**src/rtl/updown_game_ctrl_if.sv**
```systemverilog
// Signal bundle between the number-guessing sequencer and its RNG/display/input neighbours.
interface updown_game_ctrl_if #(
  parameter int unsigned TRY_W = 4
) ();
  logic [6:0]       rng_number;
  logic             start;
  logic [6:0]       guess;
  logic             guess_valid;
  logic             hint_up;
  logic             hint_down;
  logic             correct;
  logic             out_of_range;
  logic [TRY_W-1:0] tries;
  logic             playing;
  logic             game_over;
  logic             win;
  logic [6:0]       target_reveal;

  modport master (
    output rng_number, start, guess, guess_valid,
    input  hint_up, hint_down, correct, out_of_range, tries,
           playing, game_over, win, target_reveal
  );

  modport slave (
    input  rng_number, start, guess, guess_valid,
    output hint_up, hint_down, correct, out_of_range, tries,
           playing, game_over, win, target_reveal
  );
endinterface

```
**src/rtl/updown_game_ctrl.sv**
```systemverilog
// Up/down guessing game sequencer: captures a folded random target, judges guesses,
// and counts in-range attempts against a try limit.
//
// state | meaning
// IDLE  | waiting for start, guesses ignored
// PLAY  | game running, guesses judged
// WIN   | target guessed, outputs frozen
// LOSE  | try limit reached, outputs frozen
module updown_game_ctrl #(
  parameter int unsigned MAX_NUM   = 99,
  parameter int unsigned MAX_TRIES = 10,
  parameter int unsigned TRY_W     = 4
) (
  input  logic                clk,
  input  logic                reset,
  updown_game_ctrl_if.slave   gif
);

  typedef enum logic [1:0] {
    ST_IDLE = 2'd0,
    ST_PLAY = 2'd1,
    ST_WIN  = 2'd2,
    ST_LOSE = 2'd3
  } state_e;

  localparam logic [6:0]       MAX_V   = 7'(MAX_NUM);
  localparam logic [6:0]       FOLD_V  = 7'(MAX_NUM + 1);
  localparam logic [TRY_W-1:0] TRY_MAX = TRY_W'(MAX_TRIES);
  localparam logic [TRY_W-1:0] TRY_ONE = TRY_W'(1);

  state_e           state_q, state_d;
  logic [6:0]       target_q, target_d;
  logic [TRY_W-1:0] tries_q, tries_d;
  logic             hint_up_q, hint_up_d;
  logic             hint_down_q, hint_down_d;
  logic             correct_q, correct_d;
  logic             oor_q, oor_d;

  logic [TRY_W-1:0] tries_inc;
  logic [6:0]       rng_folded;

  assign tries_inc  = tries_q + TRY_ONE;
  // MAX_NUM >= 63 guarantees one subtraction maps 0..127 into 0..MAX_NUM.
  assign rng_folded = (gif.rng_number > MAX_V) ? (gif.rng_number - FOLD_V) : gif.rng_number;

  always_ff @(posedge clk) begin
    if (reset) begin
      state_q     <= ST_IDLE;
      target_q    <= '0;
      tries_q     <= '0;
      hint_up_q   <= 1'b0;
      hint_down_q <= 1'b0;
      correct_q   <= 1'b0;
      oor_q       <= 1'b0;
    end else begin
      state_q     <= state_d;
      target_q    <= target_d;
      tries_q     <= tries_d;
      hint_up_q   <= hint_up_d;
      hint_down_q <= hint_down_d;
      correct_q   <= correct_d;
      oor_q       <= oor_d;
    end
  end

  always_comb begin
    state_d     = state_q;
    target_d    = target_q;
    tries_d     = tries_q;
    hint_up_d   = hint_up_q;
    hint_down_d = hint_down_q;
    correct_d   = correct_q;
    oor_d       = 1'b0;

    // start beats a coincident guess in every state, including a running game.
    if (gif.start) begin
      state_d     = ST_PLAY;
      target_d    = rng_folded;
      tries_d     = '0;
      hint_up_d   = 1'b0;
      hint_down_d = 1'b0;
      correct_d   = 1'b0;
    end else if (state_q == ST_PLAY && gif.guess_valid) begin
      if (gif.guess > MAX_V) begin
        oor_d = 1'b1;
      end else begin
        tries_d     = tries_inc;
        hint_up_d   = (gif.guess < target_q);
        hint_down_d = (gif.guess > target_q);
        correct_d   = (gif.guess == target_q);
        if (gif.guess == target_q) begin
          state_d = ST_WIN;
        end else if (tries_inc == TRY_MAX) begin
          state_d = ST_LOSE;
        end
      end
    end
  end

  assign gif.hint_up       = hint_up_q;
  assign gif.hint_down     = hint_down_q;
  assign gif.correct       = correct_q;
  assign gif.out_of_range  = oor_q;
  assign gif.tries         = tries_q;
  assign gif.playing       = (state_q == ST_PLAY);
  assign gif.game_over     = (state_q == ST_WIN) || (state_q == ST_LOSE);
  assign gif.win           = (state_q == ST_WIN);
  assign gif.target_reveal = ((state_q == ST_WIN) || (state_q == ST_LOSE)) ? target_q : 7'd0;

endmodule

```
**src/flat_wrapper.sv**
```systemverilog
// flat-port wrapper written by rule: the top's interface ports become plain ports
module updown_game_ctrl_flat 
#(
  parameter int unsigned MAX_NUM   = 99,
  parameter int unsigned MAX_TRIES = 10,
  parameter int unsigned TRY_W     = 4
)
  (clk, reset, gif_rng_number, gif_start, gif_guess, gif_guess_valid, gif_hint_up, gif_hint_down, gif_correct, gif_out_of_range, gif_tries, gif_playing, gif_game_over, gif_win, gif_target_reveal);
  updown_game_ctrl_if #(.TRY_W(TRY_W)) gif_i ();
  input  logic clk;
  input  logic reset;
  input wire logic [$bits(gif_i.rng_number)-1:0] gif_rng_number;
  input wire logic [$bits(gif_i.start)-1:0] gif_start;
  input wire logic [$bits(gif_i.guess)-1:0] gif_guess;
  input wire logic [$bits(gif_i.guess_valid)-1:0] gif_guess_valid;
  output wire logic [$bits(gif_i.hint_up)-1:0] gif_hint_up;
  output wire logic [$bits(gif_i.hint_down)-1:0] gif_hint_down;
  output wire logic [$bits(gif_i.correct)-1:0] gif_correct;
  output wire logic [$bits(gif_i.out_of_range)-1:0] gif_out_of_range;
  output wire logic [$bits(gif_i.tries)-1:0] gif_tries;
  output wire logic [$bits(gif_i.playing)-1:0] gif_playing;
  output wire logic [$bits(gif_i.game_over)-1:0] gif_game_over;
  output wire logic [$bits(gif_i.win)-1:0] gif_win;
  output wire logic [$bits(gif_i.target_reveal)-1:0] gif_target_reveal;
  assign gif_i.rng_number = gif_rng_number;
  assign gif_i.start = gif_start;
  assign gif_i.guess = gif_guess;
  assign gif_i.guess_valid = gif_guess_valid;
  assign gif_hint_up = gif_i.hint_up;
  assign gif_hint_down = gif_i.hint_down;
  assign gif_correct = gif_i.correct;
  assign gif_out_of_range = gif_i.out_of_range;
  assign gif_tries = gif_i.tries;
  assign gif_playing = gif_i.playing;
  assign gif_game_over = gif_i.game_over;
  assign gif_win = gif_i.win;
  assign gif_target_reveal = gif_i.target_reveal;
  updown_game_ctrl #(.MAX_NUM(MAX_NUM), .MAX_TRIES(MAX_TRIES), .TRY_W(TRY_W)) u_core (.clk(clk), .reset(reset), .gif(gif_i));
endmodule
```
**config.mk**
```make
export PLATFORM = sky130hd
export DESIGN_NAME = updown_game_ctrl_flat
export DESIGN_NICKNAME = d
export VERILOG_FILES = /design/src/rtl/updown_game_ctrl_if.sv /design/src/rtl/updown_game_ctrl.sv /design/src/flat_wrapper.sv
export SDC_FILE = /design/constraint.sdc
export NUM_CORES = 1
export LEC_CHECK = 0
export BUFFER_PORTS_ARGS = -buffer_cell sky130_fd_sc_hd__buf_2
export CORE_UTILIZATION = 49
export DETAILED_ROUTE_END_ITERATION = 8
export GPL_ROUTABILITY_DRIVEN = 0
export PLACE_DENSITY = 0.76
export SLEW_MARGIN = 20
export SYNTH_ARGS = -nofsm -noshare
export SYNTH_HDL_FRONTEND = slang
export SYNTH_SLANG_ARGS = --single-unit
```
**constraint.sdc**
```tcl
create_clock -name clk -period 1.94 [get_ports clk]
set_input_delay 0.194 -clock clk [delete_from_list [all_inputs] [get_ports clk]]
set_output_delay 0.194 -clock clk [all_outputs]
set_load 0.02 [all_outputs]
```
Word-level counts from Yosys, hierarchy flattened
Index checks and enable logic that the tools add are counted.
{ "totals": {"regBits": 17, "input_bits": 18, "out_inout_bits": 18, "elab_cells": 40} }
{ "classes": {"add_sub_neg": 2, "magnitude_cmp": 4, "eq_ne": 6, "n_mux": 8, "bitwise": 2, "reduce_logical": 10} }
{ "op_table": {"columns": ["op", "n"], "rows": [
  ["$gt A7 B7 Y1 const B", 2],
  ["$mux W7", 2],
  ["$eq A7 B7 Y1", 1],
  ["$gt A7 B7 Y1", 1],
  ["$lt A7 B7 Y1", 1],
  ["$sub A7 B7 Y7 const B", 1],
  ["$reduce_and A3 Y1", 2],
  ["$add A4 B1 Y4 const B", 1],
  ["$eq A2 B2 Y1 const B", 2],
  ["$eq A4 B4 Y1 const B", 1],
  ["$mux W1", 4],
  ["$mux W2", 2],
  ["$reduce_bool A2 Y1", 2],
  ["$reduce_bool A3 Y1", 1],
  ["$reduce_or A3 Y1", 1],
  ["$eq A2 B1 Y1 const B", 1],
  ["$ne A2 B2 Y1 const B", 1],
  ["$not A1 Y1", 2],
  ["$reduce_and A2 Y1", 1],
  ["$reduce_or A2 Y1", 1],
  ["$logic_and A1 B1 Y1", 1],
  ["$logic_or A1 B1 Y1", 1]
]} }

Longest topological paths before layout
Gate-level depths: netlist (run 1).
{ "depth": {"ltp_word": 7, "mapped_depth": 6, "ltp_nobuf": 6} }

Least setup slack after synthesis (run 1)
No wires, ideal clock.
{ "synth_path": {"kind": "register to register", "start": "reg u_core.target_q[2]", "end": "reg u_core.hint_up_q (netlist: u_core.gif.hint_up)", "setup_time_ns": 0.058, "arrival_time_ns": 1.518, "t_required_ns": 1.882, "setup_slack_ns": 0.364, "path_stages_with_launch": 7, "n_path_buf": 0, "period_less_slack_ns": 1.576, "path_cell_list": "dfxtp_1 inv_1 ha_1 a21oi_1 a21oi_1 a2111oi_0 a31o_2"} }
{ "synth_via": {"elab_chain_cells": 1} }
{ "synth_rtl": {"columns": ["item", "line_no", "rtl"], "rows": [
  ["start: declaration", "updown_game_ctrl.sv:32", "logic [6:0] target_q, target_d;"],
  ["start signal: assignment", "updown_game_ctrl.sv:57", "target_q <= target_d;"],
  ["$lt A7 B7 Y1", "updown_game_ctrl.sv:88", "hint_up_d = (gif.guess < target_q);"],
  ["end signal: assignment", "updown_game_ctrl.sv:59", "hint_up_q <= hint_up_d;"],
  ["end: declaration", "updown_game_ctrl.sv:34", "logic hint_up_q, hint_up_d;"]
]} }
No other way between the ends.
A chain may end at the register's enable or synchronous reset.

Final worst setup path (run 1)
Same ends and word-level chain as after synthesis.

==> reports/metrics.cfg, run 1 <==
[run_status]
status=complete, no violations

[run]
max_cap_viol_count=0

[clock_tree]
cts_resized=0
hold_buffers=0
clock-sinks=17
cts_root_buf=clkbuf_4
cts_buffers=3
clockBufferDepth=2
cts_setup_buffers=0
clk_latency_ps=310
htreeDepth=1
clkTransAtPathRegs_ps=120
cts_tree=built

[logic_synthesis]
synth_nets=155
synthSimpleGateAreaFrac=0.254
synthMuxAreaShare=0.0324
ys_warn_count=0
synthXorXnorAreaFrac=0.0324
synth_fa_ha_area_frac=0.116
synth_area_sq_um=1080
synth_top_family_by_area=simple AND/OR/NAND/NOR gates
yosysSeqAreaShare=0.314
synth-compound-area-share=0.187
synth_cell_types=40
syn_area_per_cell_sq_um=8.52
syn_inst=127
synth-seq-cells=17

[timing]
rsz0062_at_grt=false
fin_skew_ps=12.6
fmax_mhz=603
period_share=0.854
min_period_ps=1660
hold_viol_final=0
relSlewSlack=0.755
tightest_slew_ps=367
finalSetupViolCount=0
tns_ps=0
drv_slew=0

[power]
power_density_nw_per_um2=549
power.leakage_nw=0.602
irDropWorstVdd_mv=0.394
finalPower_mw=0.716

[floorplan]
rows=16
core_sq_um=2020
design.portCount=36
die_h_um=49.0
die_area_sq_um=2400
start_util=0.535
die_x_um=49.0

[setup_path]
crit_path_start_kind=register
endpoint_kind=register
path_delay_family=compound AO/OA/AOI/OAI gates
worst-path-max-fanout=3
max_stage_delay_ps=420
cp_num_buf_inv=1
required_ps=2200
crit_type=reg2reg
path_cells=inv_1 > ha_1 > a21oi_1 > a21oi_1 > a2111oi_2 > a31o_2
crit_top_cell=a21oi_1
arrival_ps=1920
critPathSlowestCell=a2111oi_2

[routing]
ant_nets=0
wl_per_cell_um=12.8
vias=1046
drc_errors=0
dr.pass1.iters=4
wl_um=2410
drt_first_iter_violations=22
vias_per_cell=5.56

[layout]
layout_common_cells=buf_2, dfxtp_1, nor2_1
fin_cells=188
final_common_cell=buf_2
fillCellCount=172
multi_input_area_sq_um=679
drive_above_1_share=0.298
area_growth_pct=20.6
final-seq-area_sq_um=340
antennaDiodeCount=0
nets=190

[global_routing]
grt_pass1_vias=1021
grt_max_degree=14
antenna_found_initial=0
track_usage=0.230
grt_pass1_wl_um=4330
gr-total-overflow=0

[placement]
dp_hpwl_um=1970
portBuffers=35
placed_cells=184

[worst_hold_path]
min_path_type=in2reg

state kept, by name, indices dropped and copies added, names as in the netlist:
signal,cells
u_core.gif.correct,1
u_core.target_q,7
u_core.gif.hint_up,1
u_core.gif.out_of_range,1
u_core.gif.hint_down,1
u_core.gif.tries,4
u_core.state_q,2
path summary, 6_finish.rpt:
| kind | start | endpoint | slack (ps) | cells past startpoint |
|---|---|---|---|---|
| min | gif_guess[5] | u_core.gif.out_of_range | 190 | 3 |
| min reg2reg | u_core.gif.correct | u_core.gif.correct | 480 | 2 |
| max reg2reg | u_core.target_q[2] | u_core.gif.hint_up | 280 | 6 |
| max | u_core.target_q[2] | u_core.gif.hint_up | 280 | 6 |
kinds of logic after synthesis:
logic type	Yosys count
buffers and inverters	18
AND/OR/NAND/NOR	51
AO/OA/AOI/OAI	24
XOR/XNOR	4
multiplexers	3
flip-flops	17
adder cells (fa/ha/maj)	10
stage by stage:
step                setup slack (ps)  utilization  hold slack, ps  cell area, sq um
floorplan                        364            -             341              1080
global placement                 203        0.629             441              1270
detailed placement              73.5        0.629             456              1270
CTS                             68.9        0.642             181              1300
global route                     168        0.645             187              1310
finish                           282        0.645             188              1310
cells in the mapped netlist:
master / count / area share
and2_1: 7 / 0.040
nand3_1: 3 / 0.014
o31ai_1: 2 / 0.014
a2111oi_4: 1 / 0.025
a311oi_1: 1 / 0.0081
nor2b_1: 2 / 0.012
or2_2: 1 / 0.0058
and3b_1: 1 / 0.0081
nor3_2: 1 / 0.0092
nand3b_1: 2 / 0.014
inv_1: 13 / 0.045
nand2_1: 11 / 0.038
clkbuf_1: 3 / 0.010
nor2_1: 14 / 0.049
o311ai_0: 2 / 0.016
mux2i_1: 2 / 0.018
a211oi_1: 3 / 0.021
buf_1: 1 / 0.0035
o22ai_1: 1 / 0.0058
nor4bb_1: 1 / 0.0092
o311ai_2: 1 / 0.015
a2111oi_0: 1 / 0.0081
o41ai_1: 1 / 0.0081
a211oi_2: 1 / 0.012
a31o_2: 1 / 0.0081
ha_1: 10 / 0.12
and3_1: 2 / 0.012
a21oi_1: 7 / 0.032
nor4b_2: 1 / 0.014
buf_2: 1 / 0.0046
and4b_1: 1 / 0.0092
nor3_1: 2 / 0.0092
xor2_1: 1 / 0.0081
mux2_4: 1 / 0.014
o311a_1: 1 / 0.0092
nor4_1: 1 / 0.0058
dfxtp_1: 17 / 0.31
xnor2_1: 3 / 0.024
o21ai_0: 1 / 0.0046
nand4_1: 1 / 0.0058
layer usage:
layer  track usage  vias up  part of all wire
met2         0.359       44              0.41
met1         0.307      473              0.50
met5             0        -                 0
li1              -      520                 -
met3        0.0530        9             0.066
met4        0.0882        0             0.020
worst min-delay path, delay by kind of cell:
kind | cells | cell delay [ps]
buffers and inverters | 1 | 130
and+or+nand+nor | 1 | 50
AOI/OAI and AO/OA | 1 | 90
where the power goes:
group / switching, mW / leakage [nW] / internal (mW)
sequential: 0.0110 / 0.139 / 0.362
combinational: 0.0818 / 0.445 / 0.0596
clock: 0.125 / 0.0177 / 0.0769
area by class of cell:
cell class              instances  area share
inverters                      13      0.0374
multi-input cells              92       0.521
clock buffers                   3      0.0173
clock inverters                 1     0.00384
repair buffers                 35       0.134
well taps                      27      0.0259
flip-flops and latches         17       0.261
(Power assumes the default switching activity.)
==> run 2, diff against run 1 <==
CORE_MARGIN = 5   (was unset)
==> reports/metrics.cfg, run 2 (same netlist as run 1, synthesis figures left out) <==
[run_status]
status=complete, no violations

[timing]
period_share=0.933
worst_slack_ps=129
drv_slew=0
hold_viol_final=0
finalSetupViolCount=0
tightest_slew_ps=555
rsz0062_at_grt=false
fin_skew_ps=2.58
fmax_mhz=552
relSlewSlack=0.629
min_period_ps=1810
tns_ps=0

[setup_path]
crit_top_cell=a21oi_1
worst-path-max-fanout=3
arrival_ps=2060
critPathSlowestCell=a2111oi_1
crit_type=reg2reg
endpoint_kind=register
crit_path_start_kind=register
max_stage_delay_ps=550
path_cells=inv_1 > ha_1 > a21oi_1 > a21oi_1 > a2111oi_1 > a31o_2
required_ps=2190

[layout]
antennaDiodeCount=0
fillCellCount=211
final_common_cell=buf_2
area_growth_pct=20.1
nets=190
largest_reg_flops=7
layout_common_cells=buf_2, dfxtp_1, nor2_1
drive_above_1_share=0.286
regMostFlops=u_core.target_q

[floorplan]
design.portCount=36
rows=17
core_sq_um=2170
die_x_um=57.0
die_area_sq_um=3250
start_util=0.499
die_h_um=57.0

[placement]
pre_cts_slack_ps=86.9
dp_hpwl_um=2140
portBuffers=35

[power]
power_density_nw_per_um2=542
power.leakage_nw=0.598
irDropWorstVdd_mv=0.407

[clock_tree]
cts_root_buf=clkbuf_4
cts_tree=built
cts_buffers=3
clockBufferDepth=2
htreeDepth=1
clock-sinks=17
cts_setup_buffers=0
clk_latency_ps=290
hold_buffers=0
clkTransAtPathRegs_ps=100

[global_routing]
track_usage=0.173
grt_max_degree=14
grt_pass1_wl_um=4420
grt_pass1_vias=1058
gr-total-overflow=0
antenna_found_initial=0

[routing]
vias_per_cell=5.44
drc_errors=0
ant_nets=0
wl_per_cell_um=13.8
dr.pass1.iters=4
drt_first_iter_violations=14
vias=1028
wl_um=2600

[run]
max_cap_viol_count=0

[worst_hold_path]
min_path_type=in2reg

run 2: cell types whose count changed in the layout (fill, tap and decap cells not counted):
| cell | before | now |
|---|---|---|
| clkinv_2 | 1 | 0 |
| clkbuf_1 | 0 | 1 |
| a2111oi_1 | 0 | 1 |
| a2111oi_2 | 1 | 0 |
run 2: worst paths after layout:
check                startpoint                 end  slack (ps)  cells past startpoint
min                       reset  u_core.target_q[3]         180                      2
max          u_core.target_q[2]  u_core.gif.hint_up         130                      6
max reg2reg  u_core.target_q[2]  u_core.gif.hint_up         130                      6
min reg2reg  u_core.gif.correct  u_core.gif.correct         460                      2
run 2: cell type report:
| class | count | area [sq um] | share of cell area |
|---|---|---|---|
| multi-input cells | 92 | 674 | 0.519 |
| flip-flops and latches | 17 | 340 | 0.262 |
| repair buffers | 35 | 175 | 0.135 |
| inverters | 13 | 48.8 | 0.0375 |
| well taps | 28 | 35.0 | 0.0269 |
| clock buffers | 4 | 26.3 | 0.0202 |
run 2: per-layer routing:
metal | up-vias | global-route usage | wire length [um] | share of wire
met1 | 474 | 0.175 | 1040 | 0.40
met2 | 30 | 0.323 | 1350 | 0.52
met4 | 0 | 0.109 | 95 | 0.037
li1 | 516 | - | - | -
met5 | - | 0 | 0 | 0
met3 | 8 | 0.0294 | 115 | 0.044
run 2: what timing repair did:
action / CTS / global route
hold endpoints to repair: 0 / 0
setup endpoints to repair: 0 / 2
gates resized for setup: 0 / 1
run 2: critical path: cells and delay by family, from the launching register on:
kind                       cells  cell delay [ps]
DFF                            1              360
buffers and inverters          1               50
adders and majority gates      1              310
AOI/OAI and AO/OA              4             1050
run 2: power by group:
| group | leakage [nW] | internal [mW] | switching, mW |
|---|---|---|---|
| sequential | 0.139 | 0.362 | 0.0105 |
| clock | 0.0150 | 0.0800 | 0.114 |
| combinational | 0.444 | 0.0582 | 0.0798 |
run 2: through the flow:
step                std cells  utilization  hold WS [ps]  power (mW)  cell area [sq um]
floorplan                 127            -           341       0.464               1080
global placement          185        0.587           448       0.509               1270
detailed placement        185        0.587           448       0.516               1270
CTS                       189        0.599           172       0.706               1300
global route              189        0.599           180       0.751               1300
finish                    189        0.599           179       0.705               1300
